$ cat src/rtl/imm_materializer_if.sv
// Request/instruction handshake bundle between the program generator,
// the immediate materialiser and the instruction-memory write port.
interface imm_materializer_if #(
    parameter int DATA_WIDTH = 32
);
    // Request side: constant and destination register
    logic                  in_valid;
    logic                  in_ready;
    logic [DATA_WIDTH-1:0] in_value;
    logic [4:0]            in_rd;

    // Instruction side: one encoded RV32I word per transfer
    logic                  out_valid;
    logic                  out_ready;
    logic [DATA_WIDTH-1:0] out_instr;
    logic                  out_last;

    // Generator / memory-writer view
    modport master (
        output in_valid,
        output in_value,
        output in_rd,
        input  in_ready,
        input  out_valid,
        input  out_instr,
        input  out_last,
        output out_ready
    );

    // Materialiser view
    modport slave (
        input  in_valid,
        input  in_value,
        input  in_rd,
        output in_ready,
        output out_valid,
        output out_instr,
        output out_last,
        input  out_ready
    );
endinterface

$ cat src/rtl/imm_materializer.sv
// Turns a 32-bit constant plus destination register into the shortest
// RV32I sequence that rebuilds it: ADDI alone, LUI alone, or LUI+ADDI.
// One request in flight at a time; words drain under valid/ready.
// Only DATA_WIDTH = 32 is meaningful (RV32I encodings).
module imm_materializer #(
    parameter int DATA_WIDTH = 32
) (
    input  logic                  clk,
    input  logic                  rst,
    imm_materializer_if.slave     bus
);

    localparam logic [6:0]  OPC_LUI  = 7'b0110111;
    localparam logic [6:0]  OPC_OPIMM = 7'b0010011;
    localparam logic [2:0]  F3_ADDI  = 3'b000;
    localparam logic [31:0] NOP_WORD = 32'h0000_0013;

    typedef enum logic [1:0] {
        ST_IDLE,
        ST_EMIT1,
        ST_EMIT2
    } state_t;

    state_t                r_state;
    logic                  r_out_valid;
    logic [DATA_WIDTH-1:0] r_out_instr;
    logic                  r_out_last;
    logic [DATA_WIDTH-1:0] r_second;

    logic [11:0]           w_lo;
    logic [19:0]           w_hi;
    logic                  w_fits12;
    logic                  w_rd_zero;
    logic [DATA_WIDTH-1:0] w_lui;
    logic [DATA_WIDTH-1:0] w_addi_x0;
    logic [DATA_WIDTH-1:0] w_addi_rd;
    logic [DATA_WIDTH-1:0] w_first;
    logic [DATA_WIDTH-1:0] w_second;
    logic                  w_single;
    logic                  w_accept;

    // Ready only when idle and never while reset is being applied.
    assign w_accept     = bus.in_valid && bus.in_ready;
    assign bus.in_ready = (r_state == ST_IDLE) && !rst;

    // Split the incoming constant and pre-encode both candidate words.
    // NOTE: every output gets a default first so no latch can be inferred.
    always_comb begin
        w_lo      = bus.in_value[11:0];
        // ADDI sign-extends lo, so the upper part is rounded up when bit 11
        // is set; the 20-bit add wraps on purpose (0x7FFFF800 -> hi=0x80000).
        w_hi      = bus.in_value[31:12] + {19'd0, bus.in_value[11]};
        w_fits12  = (&bus.in_value[31:11]) || !(|bus.in_value[31:11]);
        w_rd_zero = (bus.in_rd == 5'd0);

        w_lui     = {w_hi, bus.in_rd, OPC_LUI};
        w_addi_x0 = {w_lo, 5'd0, F3_ADDI, bus.in_rd, OPC_OPIMM};
        w_addi_rd = {w_lo, bus.in_rd, F3_ADDI, bus.in_rd, OPC_OPIMM};

        w_first   = w_lui;
        w_second  = w_addi_rd;
        w_single  = 1'b0;

        if (w_rd_zero) begin
            // Writes to x0 are discarded anyway: emit the canonical NOP.
            w_first  = NOP_WORD;
            w_single = 1'b1;
        end else if (w_fits12) begin
            w_first  = w_addi_x0;
            w_single = 1'b1;
        end else if (w_lo == 12'd0) begin
            w_first  = w_lui;
            w_single = 1'b1;
        end
    end

    // Sequencer: load word 1 on accept, hold under backpressure, then
    // either finish or swap in the buffered ADDI.
    // NOTE: sequential state uses non-blocking assignments only.
    always_ff @(posedge clk) begin
        if (rst) begin
            r_state     <= ST_IDLE;
            r_out_valid <= 1'b0;
            r_out_instr <= '0;
            r_out_last  <= 1'b0;
            r_second    <= '0;
        end else begin
            case (r_state)
                ST_IDLE: begin
                    if (w_accept) begin
                        r_state     <= ST_EMIT1;
                        r_out_valid <= 1'b1;
                        r_out_instr <= w_first;
                        r_out_last  <= w_single;
                        r_second    <= w_second;
                    end
                end
                ST_EMIT1: begin
                    if (bus.out_ready) begin
                        if (r_out_last) begin
                            r_state     <= ST_IDLE;
                            r_out_valid <= 1'b0;
                        end else begin
                            r_state     <= ST_EMIT2;
                            r_out_instr <= r_second;
                            r_out_last  <= 1'b1;
                        end
                    end
                end
                ST_EMIT2: begin
                    if (bus.out_ready) begin
                        r_state     <= ST_IDLE;
                        r_out_valid <= 1'b0;
                    end
                end
                default: begin
                    r_state     <= ST_IDLE;
                    r_out_valid <= 1'b0;
                end
            endcase
        end
    end

    assign bus.out_valid = r_out_valid;
    assign bus.out_instr = r_out_instr;
    assign bus.out_last  = r_out_last;

endmodule

$ cat src/flat_wrapper.sv
// flat-port wrapper written by rule: the top's interface ports become plain ports
module imm_materializer_flat 
#(
    parameter int DATA_WIDTH = 32
)
  (clk, rst, bus_in_valid, bus_in_value, bus_in_rd, bus_in_ready, bus_out_valid, bus_out_instr, bus_out_last, bus_out_ready);
  imm_materializer_if #(.DATA_WIDTH(DATA_WIDTH)) bus_i ();
  input  logic clk;
  input  logic rst;
  input wire logic [$bits(bus_i.in_valid)-1:0] bus_in_valid;
  input wire logic [$bits(bus_i.in_value)-1:0] bus_in_value;
  input wire logic [$bits(bus_i.in_rd)-1:0] bus_in_rd;
  output wire logic [$bits(bus_i.in_ready)-1:0] bus_in_ready;
  output wire logic [$bits(bus_i.out_valid)-1:0] bus_out_valid;
  output wire logic [$bits(bus_i.out_instr)-1:0] bus_out_instr;
  output wire logic [$bits(bus_i.out_last)-1:0] bus_out_last;
  input wire logic [$bits(bus_i.out_ready)-1:0] bus_out_ready;
  assign bus_i.in_valid = bus_in_valid;
  assign bus_i.in_value = bus_in_value;
  assign bus_i.in_rd = bus_in_rd;
  assign bus_in_ready = bus_i.in_ready;
  assign bus_out_valid = bus_i.out_valid;
  assign bus_out_instr = bus_i.out_instr;
  assign bus_out_last = bus_i.out_last;
  assign bus_i.out_ready = bus_out_ready;
  imm_materializer #(.DATA_WIDTH(DATA_WIDTH)) u_core (.clk(clk), .rst(rst), .bus(bus_i));
endmodule
$ cat config.mk
export PLATFORM = sky130hd
export DESIGN_NAME = imm_materializer_flat
export DESIGN_NICKNAME = d
export VERILOG_FILES = /design/src/rtl/imm_materializer_if.sv /design/src/rtl/imm_materializer.sv /design/src/flat_wrapper.sv
export SDC_FILE = /design/constraint.sdc
export NUM_CORES = 1
export LEC_CHECK = 0
export ABC_CLOCK_PERIOD_IN_PS = 2400
export CAP_MARGIN = 20
export CELL_PAD_IN_SITES_DETAIL_PLACEMENT = 1
export CELL_PAD_IN_SITES_GLOBAL_PLACEMENT = 2
export CORE_MARGIN = 2
export CORE_UTILIZATION = 26
export CTS_CLUSTER_DIAMETER = 100
export CTS_CLUSTER_SIZE = 12
export DETAILED_ROUTE_END_ITERATION = 12
export GPL_ROUTABILITY_DRIVEN = 0
export PLACE_DENSITY_LB_ADDON = 0.1
export SLEW_MARGIN = 20
export SYNTH_ARGS = -nofsm -noshare
export SYNTH_HDL_FRONTEND = slang
export SYNTH_SLANG_ARGS = --single-unit
$ cat constraint.sdc
create_clock -name clk -period 2.4 [get_ports clk]
set_input_delay 0.48 -clock clk [delete_from_list [all_inputs] [get_ports clk]]
set_output_delay 0.48 -clock clk [all_outputs]
set_load 0.05 [all_outputs]
==> results.py <==
metrics = {
    "status": {
        "status": "finished, final reports clean",
    },
    "synth": {
        "synth-simple-area-share": 0.2684,
        "yosys-mux-area-fraction": 0.01517,
        "synth_area_per_cell_sq_um": 7.784,
        "synth-adder-area-share": 0.01422,
        "yosysSeqAreaShare": 0.3717,
        "synth_ff_type": "dfxtp_1",
        "synth_cells": 339,
        "synth_edf_count": 0,
        "synth_compound_gate_area_share": 0.2162,
        "synth_top_family_by_area": "simple AND/OR/NAND/NOR gates",
        "synth_xor_area_frac": 0.04647,
        "yosys_warnings": 0,
        "synth.distinct_cells": 44,
        "synthArstFlopShare": 0,
        "syn_area_sq_um": 2639,
        "ys_ff_latch": 49,
    },
    "setup_path": {
        "worst-r2r-setup-slack_ns": 0.48,
        "reg2reg_depth": 5,
        "start_kind": "input pin",
        "reg2reg_from": "u_core.r_state[0]$_SDFFE_PP0P_",
        "cp_cell_sequence": "clkdlybuf4s50_1 > ha_2 > nand3_4 > or3_4 > o32a_4 > buf_12 > mux2i_1 > o22ai_1",
        "path_delay_family": "buffers and inverters",
        "slowest_delay_ns": 0.49,
        "r2r_end": "u_core.bus.out_instr[31]$_SDFFE_PP0P_",
        "critical_path.slowest_cell": "clkdlybuf4s50_1",
        "crit_path_max_fanout": 4,
        "critPathBufInv": 2,
        "cp.required_ns": 2.59,
        "path_class": "input pin to register",
        "end_kind": "register",
        "cp_data_arrival_time_ns": 2.50,
    },
    "place": {
        "io_buffers": 73,
        "dp.cells": 560,
        "dpl.hpwl_um": 7027,
    },
    "floorplan": {
        "io-pin-count": 76,
        "dieArea_sq_um": 10970,
        "die_w_um": 104.7,
        "rows": 36,
        "core_area_sq_um": 9819,
        "chipHeight_um": 104.7,
        "start_util": 0.2687,
    },
    "timing": {
        "fin_skew_ns": 0.005767,
        "hold_viol_final": 0,
        "slew_headroom": 0.6610,
        "fin_hold_ws_ns": 0.4576,
        "rsz0062_at_grt": "false",
        "tightest_slew_ns": 0.5069,
        "max_freq_mhz": 433.4,
        "min_period_over_period": 0.9613,
        "setup_viol": 0,
        "finalMaxSlewViolations": 0,
        "finalSetupTns_ns": 0,
        "finalCriticalPeriod_ns": 2.307,
    },
    "worst_hold_path": {
        "min_path_cells": 2,
        "hp-start": "u_core.r_second[24]$_SDFFE_PP0P_",
        "hold_end": "u_core.r_second[24]$_SDFFE_PP0P_",
        "worstHoldPathType": "register to register",
    },
    "cells_and_area": {
        "final_cell_mix": "clkdlybuf4s50_1, nand2_1, dfxtp_1",
        "drive_above_1_share": 0.1545,
        "final_common_cell": "clkdlybuf4s50_1",
        "syn2layout_area_growth_pct": 48.17,
        "fill_cells": 1231,
        "final_cells": 573,
        "n_antenna_cell": 0,
        "nets": 483,
    },
    "job": {
        "max_cap_violations": 0,
    },
    "clock_tree": {
        "hold_buffers": 0,
        "cts_buffers": 5,
        "cts_tree": "yes",
        "clock_tree.buffer_depth": 2,
        "clock_latency_ns": 0.31,
        "htree_levels": 2,
        "root_buffer": "clkbuf_8",
        "clkSlewWorstSetupHoldPaths_ns": 0.10,
        "numClockSinks": 49,
    },
    "global_routing": {
        "grt_max_degree": 42,
        "grt_pass1_vias": 2806,
        "grt_use_total": 0.1689,
        "grt-ovfl-total": 0,
        "antenna_found_initial": 0,
        "grt_pass1_wl_um": 14890,
    },
    "routing": {
        "vias_per_cell": 4.850,
        "drtPass1Iterations": 4,
        "drc": 0,
        "vias": 2779,
        "ant_nets": 0,
        "routed_wl_um": 9252,
        "first_iter_violations": 83,
        "wl_per_cell_um": 16.15,
    },
    "pwr": {
        "power_density_nw_per_um2": 574.6,
        "p_leak_uw": 0.001476,
        "peakVddDrop_uv": 234.5,
    },
}
cell type report:
| type | count | area (sq um) | area share |
|---|---|---|---|
| Clock buffer | 5 | 68.82 | 0.01760 |
| Clock inverter | 3 | 26.28 | 0.006720 |
| Inverter | 9 | 33.78 | 0.008640 |
| Multi-Input combinational cell | 254 | 1515 | 0.3875 |
| Sequential cell | 49 | 980.9 | 0.2509 |
| Tap cell | 133 | 166.4 | 0.04256 |
| Timing Repair Buffer | 120 | 1119 | 0.2861 |
logic make-up (layout without fill, tap and decap cells):
logic type,count (synthesis),in the layout
and+or+nand+nor,144,144
other,1,2
xor gates and xnor gates,14,14
AOI/OAI and AO/OA,86,87
buffers and inverters,38,137
adders and majority gates,3,3
DFF,49,49
muxes,4,4
sequential cells by signal, indices dropped and copies added, names as in the netlist:
| register | count |
|---|---|
| u_core.bus.out_instr | 27 |
| u_core.r_state | 2 |
| u_core.bus.out_valid | 1 |
| u_core.r_second | 18 |
| u_core.bus.out_last | 1 |
synth_stat cells (all sizes together), types with 2 or more instances:
master  count  share of area
nor3        6          0.011
o211ai      4          0.011
clkbuf     17          0.024
inv         9          0.013
a31oi       9          0.021
ha          3          0.014
buf        12          0.029
nand2      56          0.080
nand3      20          0.043
o21ai      12          0.023
a211oi      4          0.011
a21oi      33          0.063
o32ai       2          0.014
mux2i       4          0.015
a311oi      7          0.023
o22ai       4         0.0095
nor4       13          0.031
nor2       24          0.034
and4        4          0.013
a221oi      4          0.013
and3        6          0.014
or2         2         0.0047
xor2       10          0.033
xnor2       4          0.013
dfxtp      49           0.37
nand4       4         0.0095
o31ai       3         0.0085
nor4b       3          0.010
per-layer routing:
metal	vias to the layer above	global-route usage	share of wire
li1	1416	-	-
met1	1305	0.2271	0.48
met2	53	0.2843	0.47
met3	5	0.03057	0.040
met4	0	0.03143	0.0062
met5	-	0	0
report_power, final:
group | switching (uW) | internal, uW
Combinational | 480 | 301
Sequential | 46.8 | 890
Clock | 316 | 213
Total | 842 | 1400
worst max path at each step:
stage	end	depth (start not counted)	start
2_1_floorplan	bus_in_ready	3	rst
3_3_place_gp	u_core.bus.out_instr[25]$_SDFFE_PP0P_	7	bus_in_value[11]
3_5_place_dp	u_core.bus.out_instr[21]$_SDFFE_PP0P_	7	bus_in_value[11]
4_1_cts	u_core.bus.out_instr[23]$_SDFFE_PP0P_	7	bus_in_value[11]
5_1_grt	u_core.bus.out_instr[15]$_SDFFE_PP0P_	8	bus_in_value[12]
6_report	u_core.bus.out_instr[24]$_SDFFE_PP0P_	8	bus_in_value[11]
worst min-delay path, stage by stage, from the launching register on:
cell	delay [ns]
dfxtp_1	0.32
nand2_1	0.05
a21oi_1	0.05
timing repair:
item / CTS / global route
endpoints found under the setup margin: 0 / 17
setup buffers: 0 / 4
resized for setup: 0 / 5
through the flow:
stage | instance area [sq um] | util | setup WS (ns) | total power [uW]
floorplan | 2643 | - | 0.09322 | 1400
global placement | 3744 | 0.3812 | -0.2355 | 1734
detailed placement | 3744 | 0.3812 | -0.2917 | 1743
CTS | 3839 | 0.3909 | 0.04709 | 2282
global route | 3910 | 0.3982 | 0.01133 | 2376
finish | 3910 | 0.3982 | 0.09280 | 2247
Power figures use the tool's default switching activity.
